--- src/rtl/dcache_axi_wbuf.sv ---
// ---------------------------------------------------------------------------
// dcache_axi_wbuf
//
// Write-back buffer between the data-cache main FSM and the AXI write
// channels. The FSM captures either an evicted dirty line or a single
// uncached store word with wbuf_we. It then requests the write with w_req.
// The buffer issues one AW transfer, streams the W beats, and waits for the
// B response. After that it holds wrt_finish until the FSM clears it with
// wbuf_reset.
//
// Ports
//   clk, rstn              clock, asynchronous active-low reset
//   wbuf_we                capture wb_addr / wb_line / wb_strb (IDLE or DONE)
//   wbuf_reset             leave DONE, clear wrt_finish
//   wb_addr                line-aligned (cached) or byte (uncached) address
//   wb_line                line data, word i at bits [32i+31:32i]
//   wb_strb                byte strobe for an uncached single beat
//   w_req, w_length,       write request, beats-1, AXI size code
//   w_size
//   w_rdy                  one-cycle pulse on the AW handshake
//   wrt_finish             high from the B response until wbuf_reset
//   aw*/w*/b*              AXI4 write address, data and response channels
// ---------------------------------------------------------------------------
module dcache_axi_wbuf #(
    parameter int LINE_WORDS = 16,
    parameter int ADDR_W     = 32
) (
    input  logic                     clk,
    input  logic                     rstn,
    input  logic                     wbuf_we,
    input  logic                     wbuf_reset,
    input  logic [ADDR_W-1:0]        wb_addr,
    input  logic [LINE_WORDS*32-1:0] wb_line,
    input  logic [3:0]               wb_strb,
    input  logic                     w_req,
    input  logic [7:0]               w_length,
    input  logic [2:0]               w_size,
    output logic                     w_rdy,
    output logic                     wrt_finish,
    output logic [ADDR_W-1:0]        awaddr,
    output logic [7:0]               awlen,
    output logic [2:0]               awsize,
    output logic [1:0]               awburst,
    output logic                     awvalid,
    input  logic                     awready,
    output logic [31:0]              wdata,
    output logic [3:0]               wstrb,
    output logic                     wlast,
    output logic                     wvalid,
    input  logic                     wready,
    input  logic                     bvalid,
    output logic                     bready,
    input  logic [1:0]               bresp
);

    localparam int IDX_W = $clog2(LINE_WORDS);
    localparam int OFF_W = IDX_W + 2;
    localparam int CNT_W = IDX_W + 1;
    localparam logic [7:0]       MAX_LEN  = 8'(LINE_WORDS - 1);
    localparam logic [IDX_W-1:0] LAST_MAX = IDX_W'(LINE_WORDS - 1);

    typedef enum logic [2:0] {S_IDLE, S_AW, S_W, S_B, S_DONE} state_e;

    state_e                  state_q, state_d;
    logic [ADDR_W-1:0]       addr_q;
    logic [LINE_WORDS*32-1:0] line_q;
    logic [3:0]              strb_q;
    logic [ADDR_W-1:0]       awaddr_q, awaddr_d;
    logic [7:0]              awlen_q, awlen_d;
    logic [2:0]              awsize_q, awsize_d;
    logic [CNT_W-1:0]        cnt_q, cnt_d;

    logic                    busy;
    logic                    capture;
    logic [IDX_W-1:0]        last_idx;
    logic [IDX_W-1:0]        word_idx;
    logic                    wlast_c;
    logic [ADDR_W-1:0]       aligned_addr;

    // The response code carries no error path in this design.
    logic unused_bresp;
    assign unused_bresp = ^bresp;

    // The buffer contents are frozen while a transaction is in flight.
    assign busy    = (state_q == S_AW) || (state_q == S_W) || (state_q == S_B);
    assign capture = wbuf_we && !busy;

    // Burst lengths beyond a line are clamped so the counter always reaches
    // its last beat. The top counter bit is a guard that also ends the burst.
    assign last_idx = (awlen_q > MAX_LEN) ? LAST_MAX : awlen_q[IDX_W-1:0];
    assign wlast_c  = (cnt_q[IDX_W-1:0] == last_idx) || cnt_q[CNT_W-1];

    // A single-beat write takes the word that the byte address points at.
    assign word_idx = (awlen_q == 8'd0) ? awaddr_q[OFF_W-1:2] : cnt_q[IDX_W-1:0];

    assign aligned_addr = {addr_q[ADDR_W-1:OFF_W], {OFF_W{1'b0}}};

    always_ff @(posedge clk) begin
        if (capture) begin
            addr_q <= wb_addr;
            line_q <= wb_line;
            strb_q <= wb_strb;
        end
    end

    always_ff @(posedge clk or negedge rstn) begin
        if (!rstn) begin
            state_q  <= S_IDLE;
            awaddr_q <= '0;
            awlen_q  <= '0;
            awsize_q <= '0;
            cnt_q    <= '0;
        end else begin
            state_q  <= state_d;
            awaddr_q <= awaddr_d;
            awlen_q  <= awlen_d;
            awsize_q <= awsize_d;
            cnt_q    <= cnt_d;
        end
    end

    always_comb begin
        state_d    = state_q;
        awaddr_d   = awaddr_q;
        awlen_d    = awlen_q;
        awsize_d   = awsize_q;
        cnt_d      = cnt_q;
        w_rdy      = 1'b0;
        awvalid    = 1'b0;
        wvalid     = 1'b0;
        bready     = 1'b0;
        wrt_finish = 1'b0;
        wdata      = '0;
        wstrb      = '0;
        wlast      = 1'b0;

        case (state_q)
            S_IDLE: begin
                // A capture in the same cycle wins. The request is taken
                // on a later cycle, once the buffer holds the new data.
                if (w_req && !wbuf_we) begin
                    state_d  = S_AW;
                    awlen_d  = w_length;
                    awsize_d = w_size;
                    awaddr_d = (w_length != 8'd0) ? aligned_addr : addr_q;
                    cnt_d    = '0;
                end
            end
            S_AW: begin
                awvalid = 1'b1;
                if (awready) begin
                    w_rdy   = 1'b1;
                    state_d = S_W;
                end
            end
            S_W: begin
                wvalid = 1'b1;
                wdata  = line_q[{word_idx, 5'b0} +: 32];
                wstrb  = (awlen_q != 8'd0) ? 4'hF : strb_q;
                wlast  = wlast_c;
                if (wready) begin
                    if (wlast_c) begin
                        cnt_d   = '0;
                        state_d = S_B;
                    end else begin
                        cnt_d = cnt_q + 1'b1;
                    end
                end
            end
            S_B: begin
                bready = 1'b1;
                if (bvalid) begin
                    state_d = S_DONE;
                end
            end
            S_DONE: begin
                wrt_finish = 1'b1;
                if (wbuf_reset) begin
                    state_d = S_IDLE;
                end
            end
            default: state_d = S_IDLE;
        endcase
    end

    assign awaddr  = awaddr_q;
    assign awlen   = awlen_q;
    assign awsize  = awsize_q;
    assign awburst = 2'b01;

endmodule

--- config.mk ---
export PLATFORM = sky130hd
export DESIGN_NAME = dcache_axi_wbuf
export DESIGN_NICKNAME = d
export VERILOG_FILES = /design/src/rtl/dcache_axi_wbuf.sv
export SDC_FILE = /design/constraint.sdc
export NUM_CORES = 1
export LEC_CHECK = 0
export CAP_MARGIN = 5
export CORE_AREA = 4 4 256 258
export DETAILED_ROUTE_END_ITERATION = 12
export DIE_AREA = 0 0 260 262
export PLACE_DENSITY = 0.71
export SLEW_MARGIN = 20
export SYNTH_ARGS = -nofsm -noshare
export SYNTH_HDL_FRONTEND = slang
export SYNTH_SLANG_ARGS = --single-unit
--- constraint.sdc ---
create_clock -name clk -period 18.3 [get_ports clk]
set_input_delay 3.66 -clock clk [delete_from_list [all_inputs] [get_ports clk]]
set_output_delay 3.66 -clock clk [all_outputs]
set_load 0.05 [all_outputs]
# Word level (Yosys, flattened, before mapping)
# Cells that the tools add are included.
# op_classes
add_sub_neg	1
order_cmp	1
eq_ne	11
shift	1
n_mux	24
reduce_logical	15
# op_table
operator	count
indexed part select 512 x 10 -> 32 bit	1
2-to-1 mux 32 bit	1
2-to-1 mux 3 bit	6
2-to-1 mux 4 bit	4
nonzero test 8 bit	2
2-to-1 mux 5 bit	3
case mux 3 bit (5 select lines)	1
!= test 2 bit, second input constant	6
case mux 5 bit (2 select lines)	1
> comparator 8 x 4 -> 1 bit, second input constant	1
zero test 8 bit	1
2-to-1 mux 1 bit	7
equality test 3 x 2 -> 1 bit, second input constant	2
2-to-1 mux 6 bit	1
AND reduction 6 bit	1
adder 5 x 1 -> 5 bit, second input constant	1
equality test 4 bit	1
equality test 3 x 1 -> 1 bit, second input constant	1
equality test 3 bit, second input constant	1
zero test 3 bit	1
logical OR 1 bit	3
AND reduction 3 bit	1
logical AND 1 bit	2
zero test 1 bit	2
other kinds (2)	2
# totals
register_bits	599
in_bits	569
elab_cells	61

# Longest topological paths before layout
# logic_depth
ltp_word	7
depth_mapped	10
mapped_depth_nobuf	6

# Worst setup path after synthesis
# OpenSTA, ideal clock, no wires.
# synth_timing
kind	in2reg
startpoint	input wbuf_we
endpoint	register addr_q[0], enable pin
setup_ps	967
arrival_time_ps	15707
path_slack_ps	1627
stages	1
cell_sequence	o21a_1
# synth_via
elab_chain_len	1
# synth_lines
element	line	text
start: declaration	30	input logic wbuf_we,
logical AND 1 bit	86	assign capture = wbuf_we && !busy;
end signal: assignment	100	addr_q <= wb_addr;
end: declaration	65	logic [ADDR_W-1:0] addr_q;
# Every way passes these cells.
# A chain may end at the register's enable or synchronous reset.

# Final worst setup path
# layout_timing
startpoint	register awlen_q[5], in the netlist awlen[5]
endpoint	output wdata[20]
# layout_via
elab_chain_len	4
# layout_lines
element	line	text
start: declaration	69	logic [7:0] awlen_q, awlen_d;
start signal: assignment	116	awlen_q <= awlen_d;
zero test 8 bit	94	assign word_idx = (awlen_q == 8'd0) ? awaddr_q[OFF_W-1:2] : cnt_q[IDX_W-1:0];
2-to-1 mux 4 bit	94	
indexed part select 512 x 10 -> 32 bit	158	wdata = line_q[{word_idx, 5'b0} +: 32];
2-to-1 mux 32 bit	137	case (state_q)
end: declaration	46	output logic [31:0] wdata,
# Every way passes these cells.

==> metrics.cfg <==
[outcome]
status = finished clean

[detailed_routing]
ant_nets = 0
drt_first_pass_iters = 5
wl_per_cell_um = 25.6
drt_first_iter_violations = 1309
routed_wl_um = 79100
vias = 16200
drcViolationCount = 0
viasPerCell = 5.26

[power_and_ir_drop]
ir_drop_mv = 0.0970
seqPwrFrac = 0.409
p_leak_nw = 11.7
powerDensity_nw_per_um2 = 148
pwr-share-comb = 0.322
p_clk_frac = 0.269
p_sw_frac = 0.346
power_switching_w = 0.00171
p_int_w = 0.00324
p_total_w = 0.00496

[logic_synthesis]
ys.flop_type = edfxtp_1
syn_area_um2 = 23700
yosysWarnings = 0
synth_area_per_cell_um2 = 15.4
synth_edf_count = 548
synth_seq_cells = 599
yosysUniqueCellTypes = 48
netlist_instances = 1541
synth.area.top_cells = edfxtp_1 69%, dfrtp_1 5.4%, nand2_1 2.7%
synth_largest_area_cell = edfxtp_1
seq_area_frac_synth = 0.748
syn_nets = 2111
async_flop_share = 0.0851
yosysTopAreaCellShare = 0.694

[clocking]
hold_buffers = 0
cts_made_buffers = 66
cts-htree-levels = 3
cts_tree = built
cts-root-buf = clkbuf_16
cts_buffer_depth = 3
path_clk_slew_ns = 0.06
clock_sinks = 599
post-cts-setup-buffers = 0
ctsResizeCount = 0
clk_latency_ns = 0.60

[setup_path]
worstPathCellList = nor4_4 > nand3_4 > nand2_4 > buf_4 > buf_4 > mux2_2 > o22ai_1 > o31ai_1 > clkdlybuf4s50_1
worstPathArrival_ns = 5.65
critPathBufInv = 3
cp-end-kind = primary output
critical-path-top-delay-family = buffers and inverters
crit_top_cell = buf_4
cp_max_fo = 55
critPathLaunchType = flop
critPathKind = reg -> out
crit_required_ns = 14.64
cpPeakStageDelay_ns = 0.93
slowest_stage = clkdlybuf4s50_1

[placed_design]
dp_cells = 2963
portBuffers = 651
gp_congestion = 0.879
dp_hpwl_um = 56800

[die]
die_w_um = 260
core_um2 = 63000
start_util = 0.377
die_area_um2 = 68100
rows = 92
ioPinCount = 656
fp.dieH_um = 262

[flow_run]
max-cap-violations = 0

[global_routing]
grt_max_degree = 163
grt_pass1_vias = 17300
gr-usage-all-layers = 0.221
antenna_found_initial = 13
grt-ovfl-total = 0
grt_pass1_wl_um = 111000

[timing]
min_period_ns = 9.31
max-slew-margin-rel = 0.161
clock_skew_ns = 0.0144
hold_slack_ns = 0.437
slew_viol_final = 0
tns_ns = 0
tightest_slew_ns = 1.24
finalHoldViolations = 0
finalSetupViolCount = 0
rsz0062_at_grt = false
max_freq_ghz = 0.107
finalCritPeriodShare = 0.508

[layout]
instances_no_fill = 3091
drive_gt1_frac = 0.0899
finish.utilization = 0.531
nets = 2755
area_delta_synth_final_pct = 40.9

[hold_path]
hold_class = reg -> reg

final timing paths:
check                                start  cells after the start  slack, ns     endpoint
worst max register to register  state_q[1]                      4      14.56  line_q[439]
max in group asynchronous             rstn                      1      14.73     cnt_q[4]
worst min-delay path            addr_q[21]                      2       0.44   awaddr[21]
min in group asynchronous             rstn                      1       3.10   awaddr[13]
worst max-delay path              awlen[5]                      9       8.99    wdata[20]
worst min register to register  addr_q[21]                      2       0.44   awaddr[21]
cell families (layout without fill, tap and decap cells):
kind of cell | count (synthesis) | in the layout | synth area share
fa+ha+maj | 1 | 1 | 0.000528
xor+xnor | 2 | 2 | 0.000739
buf+inv | 114 | 808 | 0.0196
simple gates | 320 | 320 | 0.0607
mux | 150 | 150 | 0.0785
compound gates | 353 | 353 | 0.0917
flops | 599 | 599 | 0.748
other cells | 2 | 12 | 0.000317
sequential cells by signal (all words and copies together), names as in the netlist:
name,count
awsize,3
strb_q,4
awaddr,32
awlen,8
cnt_q,5
addr_q,32
state_q,3
line_q,512
tightest hold or removal path: stages (launching register included):
cell      delay (ns)
edfxtp_1        0.32
nand2_1         0.04
nand2_1         0.04
Yosys cell counts, types with 2 or more instances:
master,number
clkbuf_1,79
nand4_1,4
nand2_1,170
nand3b_1,2
o21ai_0,85
o41ai_1,22
a311oi_1,11
or3_1,2
a31oi_1,5
a21oi_1,99
inv_1,9
mux4_2,20
conb_1,2
and3_1,3
o31ai_1,24
buf_4,4
xor2_1,2
dfrtp_1,51
nor4_1,4
nand2b_1,4
nor4_4,2
buf_1,4
nand3_1,101
edfxtp_1,548
o211a_1,10
mux2_1,54
or4_1,2
o21ai_1,10
a22o_1,5
o22ai_1,66
mux2_2,34
mux2i_1,42
nor2_1,18
buf_2,18
o221ai_1,10
nor3_1,3
per-layer routing:
layer | track usage | wire length, um
met5 | 0 | 58
met4 | 0.0806 | 2530
met3 | 0.0626 | 7160
met2 | 0.401 | 41200
met1 | 0.250 | 28100
metrics by stage:
stage	setup slack (ns)	area (um2)
global route	8.60	33400
detailed placement	9.38	31200
CTS	8.89	33400
finish	8.99	33400
floorplan	1.63	23700
global placement	9.41	31200
placed cells by master (no fill, tap or decap), types with 11 or more instances in the layout:
master / count
clkdlybuf4s50_1: 650
mux2_2: 34
dfrtp_1: 51
o41ai_1: 22
a311oi_1: 11
o21ai_0: 85
clkbuf_1: 13
clkinv_2: 11
mux4_2: 20
edfxtp_1: 548
o31ai_1: 22
mux2i_1: 41
o22ai_1: 66
nand2_1: 169
a21oi_1: 96
buf_4: 29
clkbuf_16: 68
nor2_1: 18
nand3_1: 100
mux2_1: 54
cell type report:
| type | instances | area, um2 |
|---|---|---|
| Antenna cell | 10 | 25.0 |
| Timing Repair Buffer | 681 | 6760 |
| Tap cell | 846 | 1060 |
| Fill cell | 5132 | 29600 |
| Clock inverter | 36 | 403 |
| Clock buffer | 82 | 1760 |
| Multi-Input combinational cell | 828 | 5640 |
| Inverter | 9 | 33.8 |
| Sequential cell | 599 | 17700 |
power groups by stage:
stage               Clock [W]  Sequential (W)  Combinational, W
global placement            0         0.00204           0.00158
global route          0.00142         0.00206           0.00169
floorplan                   0         0.00234          0.000864
CTS                   0.00136         0.00203           0.00162
detailed placement          0         0.00206           0.00161
finish                0.00133         0.00203           0.00160
Power figures use the tool's default switching activity.
